==> src/rtl/fetch_prefetch_unit.sv <==
// Instruction-fetch front end: sequential prefetch into a DEPTH-entry reservation queue
// feeding IF/ID, with EX-stage redirect flush and discard of stale in-flight responses.
module fetch_prefetch_unit #(
    parameter int unsigned DEPTH     = 4,
    parameter logic [31:0] RESET_PC  = 32'h0000_0000,
    parameter logic [31:0] NOP_INSTR = 32'h0000_0013
) (
    input  logic        clk,
    input  logic        rst,
    input  logic        redirect_valid,
    input  logic [31:0] redirect_pc,
    output logic        imem_req_valid,
    output logic [31:0] imem_req_addr,
    input  logic        imem_req_ready,
    input  logic        imem_rsp_valid,
    input  logic [31:0] imem_rsp_data,
    output logic        id_valid,
    output logic [31:0] id_pc,
    output logic [31:0] id_instr,
    output logic [31:0] id_pc_plus4,
    input  logic        id_ready,
    output logic        drain_busy
);

    localparam int unsigned PTR_W = $clog2(DEPTH);
    localparam int unsigned CNT_W = $clog2(DEPTH + 1);
    localparam int unsigned SUM_W = CNT_W + 1;

    typedef struct packed {
        logic        alloc;
        logic        filled;
        logic [31:0] pc;
        logic [31:0] instr;
    } slot_t;

    typedef enum logic {
        RUN   = 1'b0,
        DRAIN = 1'b1
    } state_t;

    slot_t            slots [DEPTH];
    logic [PTR_W-1:0] head_ptr;
    logic [PTR_W-1:0] alloc_ptr;
    logic [PTR_W-1:0] fill_ptr;
    logic [CNT_W-1:0] alloc_cnt;
    logic [CNT_W-1:0] drop_cnt;
    logic [CNT_W-1:0] drop_cnt_next;
    logic [CNT_W-1:0] unfilled_cnt;
    logic [SUM_W-1:0] drop_sum;
    logic [31:0]      fetch_pc;
    state_t           state;
    state_t           state_next;

    logic cap_ok;
    logic req_fire;
    logic rsp_drop;
    logic rsp_fill;
    logic pop;

    // Requests still owed a response that belong to the live queue.
    always_comb begin
        unfilled_cnt = '0;
        for (int i = 0; i < int'(DEPTH); i++) begin
            if (slots[PTR_W'(i)].alloc && !slots[PTR_W'(i)].filled) begin
                unfilled_cnt = unfilled_cnt + CNT_W'(1);
            end
        end
    end

    // Stale responses share the in-flight budget with live slots.
    assign cap_ok         = (SUM_W'(alloc_cnt) + SUM_W'(drop_cnt)) < SUM_W'(DEPTH);
    assign imem_req_valid = rst & ~redirect_valid & cap_ok;
    assign imem_req_addr  = fetch_pc;
    assign req_fire       = imem_req_valid & imem_req_ready;

    assign rsp_drop = imem_rsp_valid & (drop_cnt != '0);
    assign rsp_fill = imem_rsp_valid & (drop_cnt == '0) & ~redirect_valid
                    & slots[fill_ptr].alloc & ~slots[fill_ptr].filled;

    always_comb begin
        id_valid = slots[head_ptr].alloc & slots[head_ptr].filled;
        id_pc    = 32'h0;
        id_instr = NOP_INSTR;
        if (id_valid) begin
            id_pc    = slots[head_ptr].pc;
            id_instr = slots[head_ptr].instr;
        end
    end

    assign id_pc_plus4 = id_pc + 32'd4;
    assign pop         = id_valid & id_ready & ~redirect_valid;

    // On redirect every unfilled slot turns into a response to throw away.
    always_comb begin
        drop_sum      = SUM_W'(drop_cnt) + SUM_W'(unfilled_cnt);
        drop_cnt_next = drop_cnt;
        if (redirect_valid) begin
            if (imem_rsp_valid && (drop_sum != '0)) begin
                drop_cnt_next = CNT_W'(drop_sum - SUM_W'(1));
            end else begin
                drop_cnt_next = CNT_W'(drop_sum);
            end
        end else if (rsp_drop) begin
            drop_cnt_next = drop_cnt - CNT_W'(1);
        end
    end

    always_ff @(posedge clk or negedge rst) begin
        if (!rst) begin
            state <= RUN;
        end else begin
            state <= state_next;
        end
    end

    always_comb begin
        state_next = state;
        case (state)
            RUN:     if (drop_cnt_next != '0) state_next = DRAIN;
            DRAIN:   if (drop_cnt_next == '0) state_next = RUN;
            default: state_next = RUN;
        endcase
    end

    always_comb begin
        drain_busy = 1'b0;
        if (state == DRAIN) begin
            drain_busy = 1'b1;
        end
    end

    // Queue, pointers and fetch address; redirect overrides pop, fill and issue.
    always_ff @(posedge clk or negedge rst) begin
        if (!rst) begin
            for (int i = 0; i < int'(DEPTH); i++) begin
                slots[PTR_W'(i)] <= '0;
            end
            head_ptr  <= '0;
            alloc_ptr <= '0;
            fill_ptr  <= '0;
            alloc_cnt <= '0;
            drop_cnt  <= '0;
            fetch_pc  <= RESET_PC;
        end else begin
            drop_cnt <= drop_cnt_next;
            if (redirect_valid) begin
                for (int i = 0; i < int'(DEPTH); i++) begin
                    slots[PTR_W'(i)].alloc  <= 1'b0;
                    slots[PTR_W'(i)].filled <= 1'b0;
                end
                head_ptr  <= '0;
                alloc_ptr <= '0;
                fill_ptr  <= '0;
                alloc_cnt <= '0;
                fetch_pc  <= redirect_pc & 32'hFFFF_FFFC;
            end else begin
                if (req_fire) begin
                    slots[alloc_ptr].alloc  <= 1'b1;
                    slots[alloc_ptr].filled <= 1'b0;
                    slots[alloc_ptr].pc     <= fetch_pc;
                    alloc_ptr               <= alloc_ptr + PTR_W'(1);
                    fetch_pc                <= fetch_pc + 32'd4;
                end
                if (rsp_fill) begin
                    slots[fill_ptr].filled <= 1'b1;
                    slots[fill_ptr].instr  <= imem_rsp_data;
                    fill_ptr               <= fill_ptr + PTR_W'(1);
                end
                if (pop) begin
                    slots[head_ptr].alloc  <= 1'b0;
                    slots[head_ptr].filled <= 1'b0;
                    head_ptr               <= head_ptr + PTR_W'(1);
                end
                alloc_cnt <= alloc_cnt + CNT_W'(req_fire) - CNT_W'(pop);
            end
        end
    end

endmodule

==> config.mk <==
export PLATFORM = sky130hd
export DESIGN_NAME = fetch_prefetch_unit
export DESIGN_NICKNAME = d
export VERILOG_FILES = /design/src/rtl/fetch_prefetch_unit.sv
export SDC_FILE = /design/constraint.sdc
export NUM_CORES = 1
export LEC_CHECK = 0
export BUFFER_PORTS_ARGS = -buffer_cell sky130_fd_sc_hd__buf_2
export CAP_MARGIN = 20
export CORE_ASPECT_RATIO = 1.5
export CORE_MARGIN = 5
export CORE_UTILIZATION = 58
export DETAILED_ROUTE_END_ITERATION = 12
export PLACE_DENSITY_LB_ADDON = 0.15
export SYNTH_ARGS = -nofsm -noshare
export SYNTH_HDL_FRONTEND = slang
export SYNTH_SLANG_ARGS = --single-unit
export TNS_END_PERCENT = 30
==> constraint.sdc <==
create_clock -name clk -period 3.6 [get_ports clk]
set_input_delay 0.18 -clock clk [delete_from_list [all_inputs] [get_ports clk]]
set_output_delay 0.18 -clock clk [all_outputs]
set_load 0.05 [all_outputs]
==> results.toml, run 1 <==
[job]
cap_violations = 0

[timing]
slew-limit-headroom_pct = 36.37
finalClockSkew_ns = 0.007885
period_minus_slack_ns = 3.681
tightest_slew_ns = 0.9544
fin_crit_sh_pct = 102.2
timing.final.ws_setup_ns = -0.08057
finalHoldViolCount = 0
max_freq_mhz = 271.7
rsz0062_at_grt = "true"
setup-violations-final = 7
maxSlewViolCount = 0

[logic_synthesis]
yosysMostFrequentCell = "dfrtp_1"
ys_ff_latch = 299
yosysTopAreaCellShare_pct = 30.22
synth-edff-count = 128
yosys_most_used_dff = "dfrtp_1"
ys_seq_area_share_pct = 57.36
synth_largest_area_cell = "dfrtp_1"
syn_inst = 1000
synth.distinct_cells = 65
ys_async_sr_fraction_pct = 57.19
syn_area_per_cell_um2 = 14.16
ys_warn_count = 0
synth_area_leaders = "dfrtp_1, edfxtp_1, mux2_2, mux4_2, and2_1"
synth_top_cells_by_count = "dfrtp_1, edfxtp_1, mux2_2"
synth_area_mm2 = 0.01416

[cts]
htreeDepth = 1
cts_made_buffers = 28
cts_tree = "yes"
clk_pin_slew_ns = 0.06
clockBufferDepth = 3
clock-sinks = 299
clockRootBuffer = "clkbuf_16"
clk_latency_ns = 0.53

[final_layout]
flow.area_growth_from_synthesis_pct = 22.94
final_layout_size_suffix_gt1_share_pct = 38.40
nets = 1359
antenna_cells = 0

[floorplan]
start_util_pct = 58.37
rows = 70
fp.dieH_um = 201.4
io_pins = 201
die_width_um = 137.6
core_area_mm2 = 0.02426
die-area_mm2 = 0.02770

[critical_path]
worstPathCellList = "inv_4 > mux4_2 > clkinv_4 > and2_4 > ha_4 > nand4_1 > buf_6 > nor4b_4 > nand4_4 > nor3b_4 > xor2_4 > buf_6"
max_stage_delay_ns = 0.54
rr_startpoint = "drop_cnt[2]$_DFF_PN0_"
critical_path_buf_inv_count = 4
crit_arrival_ns = 3.50
crit_path_start = "head_ptr[1]$_DFFE_PN0P_"
cp-start-kind = "flop"
critPathMaxFanout = 7
worstSetupEndpointType = "primary output"
critical-path-slowest-cell = "mux4_2"
crit_top_cell = "buf_6"
critPathRequiredTime_ns = 3.42
path_delay_family = "simple AND/OR/NAND/NOR gates"
crit_type = "flop to primary output"

[status]
violations = "negative setup slack"
outcome = "finished, violations left"

[global_route]
grt_pass1_wl_mm = 54.10
antenna_found_initial = 0
grt_pass1_vias = 10030
grt_overflow = 0
grt_max_degree = 73
grtUsageTotal_pct = 24.91

[power_and_ir_drop]
cellLeakagePower_nw = 7.659
power_density_mw_per_mm2 = 489.7
ir_drop_mv = 0.4278
power.total_w = 0.008525

[placed_design]
pre_cts_ws_ns = 0.06171
gp_congestion = 0.8488
portBuffers = 192
dp_hpwl_mm = 22.18

[route]
antenna_left = 0
vias_per_cell = 5.786
drc = 0
first_pass_iters = 5
drt-initial-drc-count = 390
drt_wl_total_mm = 34.40
via_count = 9304
avgRoutedWirePerCell_um = 21.39

[min_path]
hp-class = "input port to flop"
min-delay-start = "imem_req_ready"
==> where the power goes <==
group          switching (W)  leakage [nW]  internal (W)
logic               0.000780          3.81      0.000674
registers           0.000293          3.41       0.00392
clock network        0.00122         0.435       0.00163
total                0.00229          7.66       0.00623
==> registers in the layout (all words and copies together), names as in the netlist <==
name	flops
imem_req_addr	30
head_ptr	2
alloc_cnt	3
drop_cnt	3
slots	256
alloc_ptr	2
fill_ptr	2
state	1
==> stage by stage <==
step	cells	hold WS, ns	cell area (um^2)	utilization [%]	setup TNS, ns
after floorplan	1005	-0.1156	14370	-	-0.3660
after global placement	1485	0.2529	15660	64.56	0
after detailed placement	1486	0.2549	15670	64.60	0
after CTS	1604	0.008997	17310	71.34	-1.299
after global routing	1608	0.03447	17410	71.76	-1.250
final	1608	0.02776	17410	71.76	-0.2417
==> what timing repair did <==
item,CTS,global route
endpoints found under the setup margin,21,18
hold buffers,63,0
gates resized for setup,25,12
endpoints found under the hold margin,189,0
pin swaps,10,8
cloned,0,1
buffers inserted,4,3
==> worst min-delay path: stages <==
cell	delay (ns)
buf_2	0.08
and3_1	0.14
mux2i_1	0.07
nand2_1	0.05
==> cells in the final DEF, fill, tap and decap left out, drive strengths merged, types with 12 or more instances in the layout <==
cell type | netlist | layout
nand2 | 65 | 65
xnor2 | 20 | 20
buf | 35 | 224
nor3 | 13 | 13
mux2 | 125 | 125
inv | 30 | 28
nand4 | 14 | 14
nand3 | 27 | 27
clkbuf | 26 | 39
edfxtp | 128 | 128
o21ai | 34 | 34
xor2 | 21 | 21
and3 | 20 | 20
nor2 | 25 | 25
clkinv | 0 | 12
mux4 | 58 | 58
ha | 24 | 24
dfrtp | 171 | 171
mux2i | 14 | 14
and2 | 54 | 54
dlygate4sd3 | 0 | 63
==> worst paths after layout <==
| check | cells past startpoint | slack (ns) | to |
|---|---|---|---|
| hold / removal | 4 | 0.03 | imem_req_addr[29]$_DFFE_PN0N_ |
| max in group asynchronous | 4 | 2.01 | head_ptr[0]$_DFFE_PN0P_ |
| hold reg to reg | 2 | 0.48 | slots[246]$_DFFE_PN0P_ |
| setup / recovery | 12 | -0.08 | id_pc_plus4[28] |
| setup reg to reg | 12 | 0.54 | alloc_cnt[2]$_DFF_PN0_ |
| min in group asynchronous | 3 | 0.25 | slots[218]$_DFFE_PN0P_ |
==> area by class of cell <==
cell class,count,area [um^2]
tap,324,405.4
clock inverter,14,117.6
timing repair buffer,289,2007
multi-input combinational,615,5859
clock buffer,37,765.7
fill,1687,6852
sequential,299,8130
inverter,30,123.9
==> per-layer routing <==
metal  GRT usage, %  routed length [um]  vias to the layer above
li1               -                   -                     4227
met1          30.30               13170                     4745
met2          45.04               18450                      275
met3          3.152                1686                       57
met4          8.524                1097                        0
met5              0                   0                        -
==> cell families after synthesis <==
kind of cell	synth area share (%)
adders and majority gates	2.403
AOI/OAI and AO/OA	4.471
xor gates and xnor gates	2.536
buffers and inverters	3.039
muxes	20.15
other	0.02648
DFF	57.36
and+or+nand+nor	10.01
Note: power is estimated with default switching activity, not from simulation.
==> inputs of run 2 (changes only) <==
--- a/config.mk
+++ b/config.mk
@@ -15,4 +15,3 @@
 export SYNTH_ARGS = -nofsm -noshare
 export SYNTH_HDL_FRONTEND = slang
 export SYNTH_SLANG_ARGS = --single-unit
-export TNS_END_PERCENT = 30
==> results.toml, run 2 (synthesis results as in run 1) <==
[power_and_ir_drop]
power.total_w = 0.008473
power_density_mw_per_mm2 = 482.2
cellLeakagePower_nw = 7.721
ir_drop_mv = 0.4796

[floorplan]
die-area_mm2 = 0.02770
core_area_mm2 = 0.02426
fp.dieH_um = 201.4
rows = 70
io_pins = 201
die_width_um = 137.6
start_util_pct = 58.37

[route]
avgRoutedWirePerCell_um = 21.55
first_pass_iters = 5
vias_per_cell = 5.834
drt-initial-drc-count = 505
antenna_left = 0
drt_wl_total_mm = 34.80
via_count = 9422
drc = 0

[job]
cap_violations = 0

[cts]
clock-sinks = 299
clockRootBuffer = "clkbuf_16"
cts_made_buffers = 28
clk_latency_ns = 0.55
cts_tree = "yes"
htreeDepth = 1
clockBufferDepth = 3
clk_pin_slew_ns = 0.07

[global_route]
antenna_found_initial = 1
grt_max_degree = 73
grt_pass1_vias = 10030
grtUsageTotal_pct = 25.39
grt_overflow = 0
grt_pass1_wl_mm = 55.14

[final_layout]
top_register = "slots"
final_layout_size_suffix_gt1_share_pct = 39.50
final_cell_mix = "buf_2, dfrtp_1, edfxtp_1, mux2_2, dlygate4sd3_1"
antenna_cells = 0
flow.area_growth_from_synthesis_pct = 24.08
final_common_cell = "buf_2"
nets = 1366
fin_util_pct = 72.42
largest_reg_flops = 256
finalInstanceArea_mm2 = 0.01757

[critical_path]
crit_type = "flop to primary output"
crit_arrival_ns = 3.59
max_stage_delay_ns = 0.54
crit_path_start = "head_ptr[1]$_DFFE_PN0P_"
critPathMaxFanout = 6
cp-start-kind = "flop"
critical-path-slowest-cell = "mux4_2"
regToRegSetupSlack_ns = 0.22
critPathRequiredTime_ns = 3.42
rr_startpoint = "head_ptr[1]$_DFFE_PN0P_"
r2r_cells = 15
worstSetupEndpointType = "primary output"
worstPathCellList = "inv_4 > mux4_2 > inv_4 > and2_4 > ha_4 > nand4_1 > buf_6 > nor4b_4 > nand4_4 > nor3b_4 > xor2_4 > buf_6"
rr_endpoint = "alloc_cnt[2]$_DFF_PN0_"

[timing]
worst_hold_slack_ns = 0.04202
maxSlewViolCount = 0
fin_crit_sh_pct = 104.6
slew-limit-headroom_pct = 40.36
finalClockSkew_ns = 0.01707
max_freq_mhz = 265.6
tightest_slew_ns = 0.8946
finalHoldViolCount = 0
setup-violations-final = 6
period_minus_slack_ns = 3.766
timing.final.ws_setup_ns = -0.1655
rsz0062_at_grt = "true"

[placed_design]
dp_hpwl_mm = 22.25
gp_congestion = 0.8431
placed_cell_area_mm2 = 0.01572
portBuffers = 192

[status]
outcome = "finished, violations left"
violations = "negative setup slack"

[min_path]
min-delay-start = "imem_req_ready"
hp-class = "input port to flop"
hold_path_depth = 4
hold_path_end = "imem_req_addr[29]$_DFFE_PN0N_"
-- run 2: changes by cell type in the layout (fill, tap and decap cells not counted), moves of 3 or more --
| cell | before | now |
|---|---|---|
| buf_4 | 30 | 35 |
| buf_2 | 180 | 175 |
| nand2_2 | 0 | 3 |
| nand2_1 | 64 | 61 |
| buf_6 | 8 | 13 |
-- run 2: worst max path at each step --
| stage | end | slack (ns) | cells after the start |
|---|---|---|---|
| after detailed placement | id_pc_plus4[30] | 0.14 | 12 |
| after global routing | id_pc_plus4[28] | -0.29 | 12 |
| after floorplan | id_pc_plus4[14] | -0.09 | 13 |
| after global placement | id_pc_plus4[28] | 0.22 | 12 |
| final | id_pc_plus4[28] | -0.17 | 12 |
| after CTS | id_pc_plus4[22] | -0.19 | 12 |
-- run 2: final cells by class --
cell class,count,area (um^2)
Clock buffer,36,762.0
Clock inverter,15,96.34
Fill cell,1610,6690
Inverter,30,121.4
Multi-Input combinational cell,615,5944
Sequential cell,299,8130
Tap cell,324,405.4
Timing Repair Buffer,296,2111
-- run 2: worst max-delay path: cells and delay by family, from the launching register on --
family,cells,cell delay [ns]
XOR/XNOR,1,0.16
adder cells (fa/ha/maj),1,0.14
buffers and inverters,4,0.53
flip-flops,1,0.51
multiplexers,1,0.54
AND/OR/NAND/NOR,5,1.16
-- run 2: through the flow --
| stage | TNS, ns | cells | worst slack (ns) |
|---|---|---|---|
| CTS | -0.8239 | 1613 | -0.1936 |
| floorplan | -0.2808 | 1005 | -0.08916 |
| finish | -0.7711 | 1615 | -0.1655 |
| detailed placement | 0 | 1490 | 0.1399 |
| global placement | 0 | 1490 | 0.2171 |
| global route | -1.658 | 1615 | -0.2903 |
-- run 2: timing repair --
item,in CTS,in global routing
setup buffers,8,2
pin swaps,8,10
cloned,1,1
hold buffers,63,0
endpoints found under the setup margin,21,17
endpoints found under the hold margin,261,0
resized for setup,34,31
-- run 2: routing by layer --
layer	vias to the layer above	global-route usage [%]	part of all wire, %
met4	2	9.522	4.1
met2	313	43.96	52
li1	4253	-	-
met1	4782	32.27	38
met3	72	3.452	5.4
met5	-	0	0.037
-- run 2: report_power, final --
part / total [W] / switching (W) / internal, W
clock: 0.00280 / 0.00124 / 0.00156
combinational: 0.00146 / 0.000774 / 0.000686
sequential: 0.00421 / 0.000288 / 0.00392
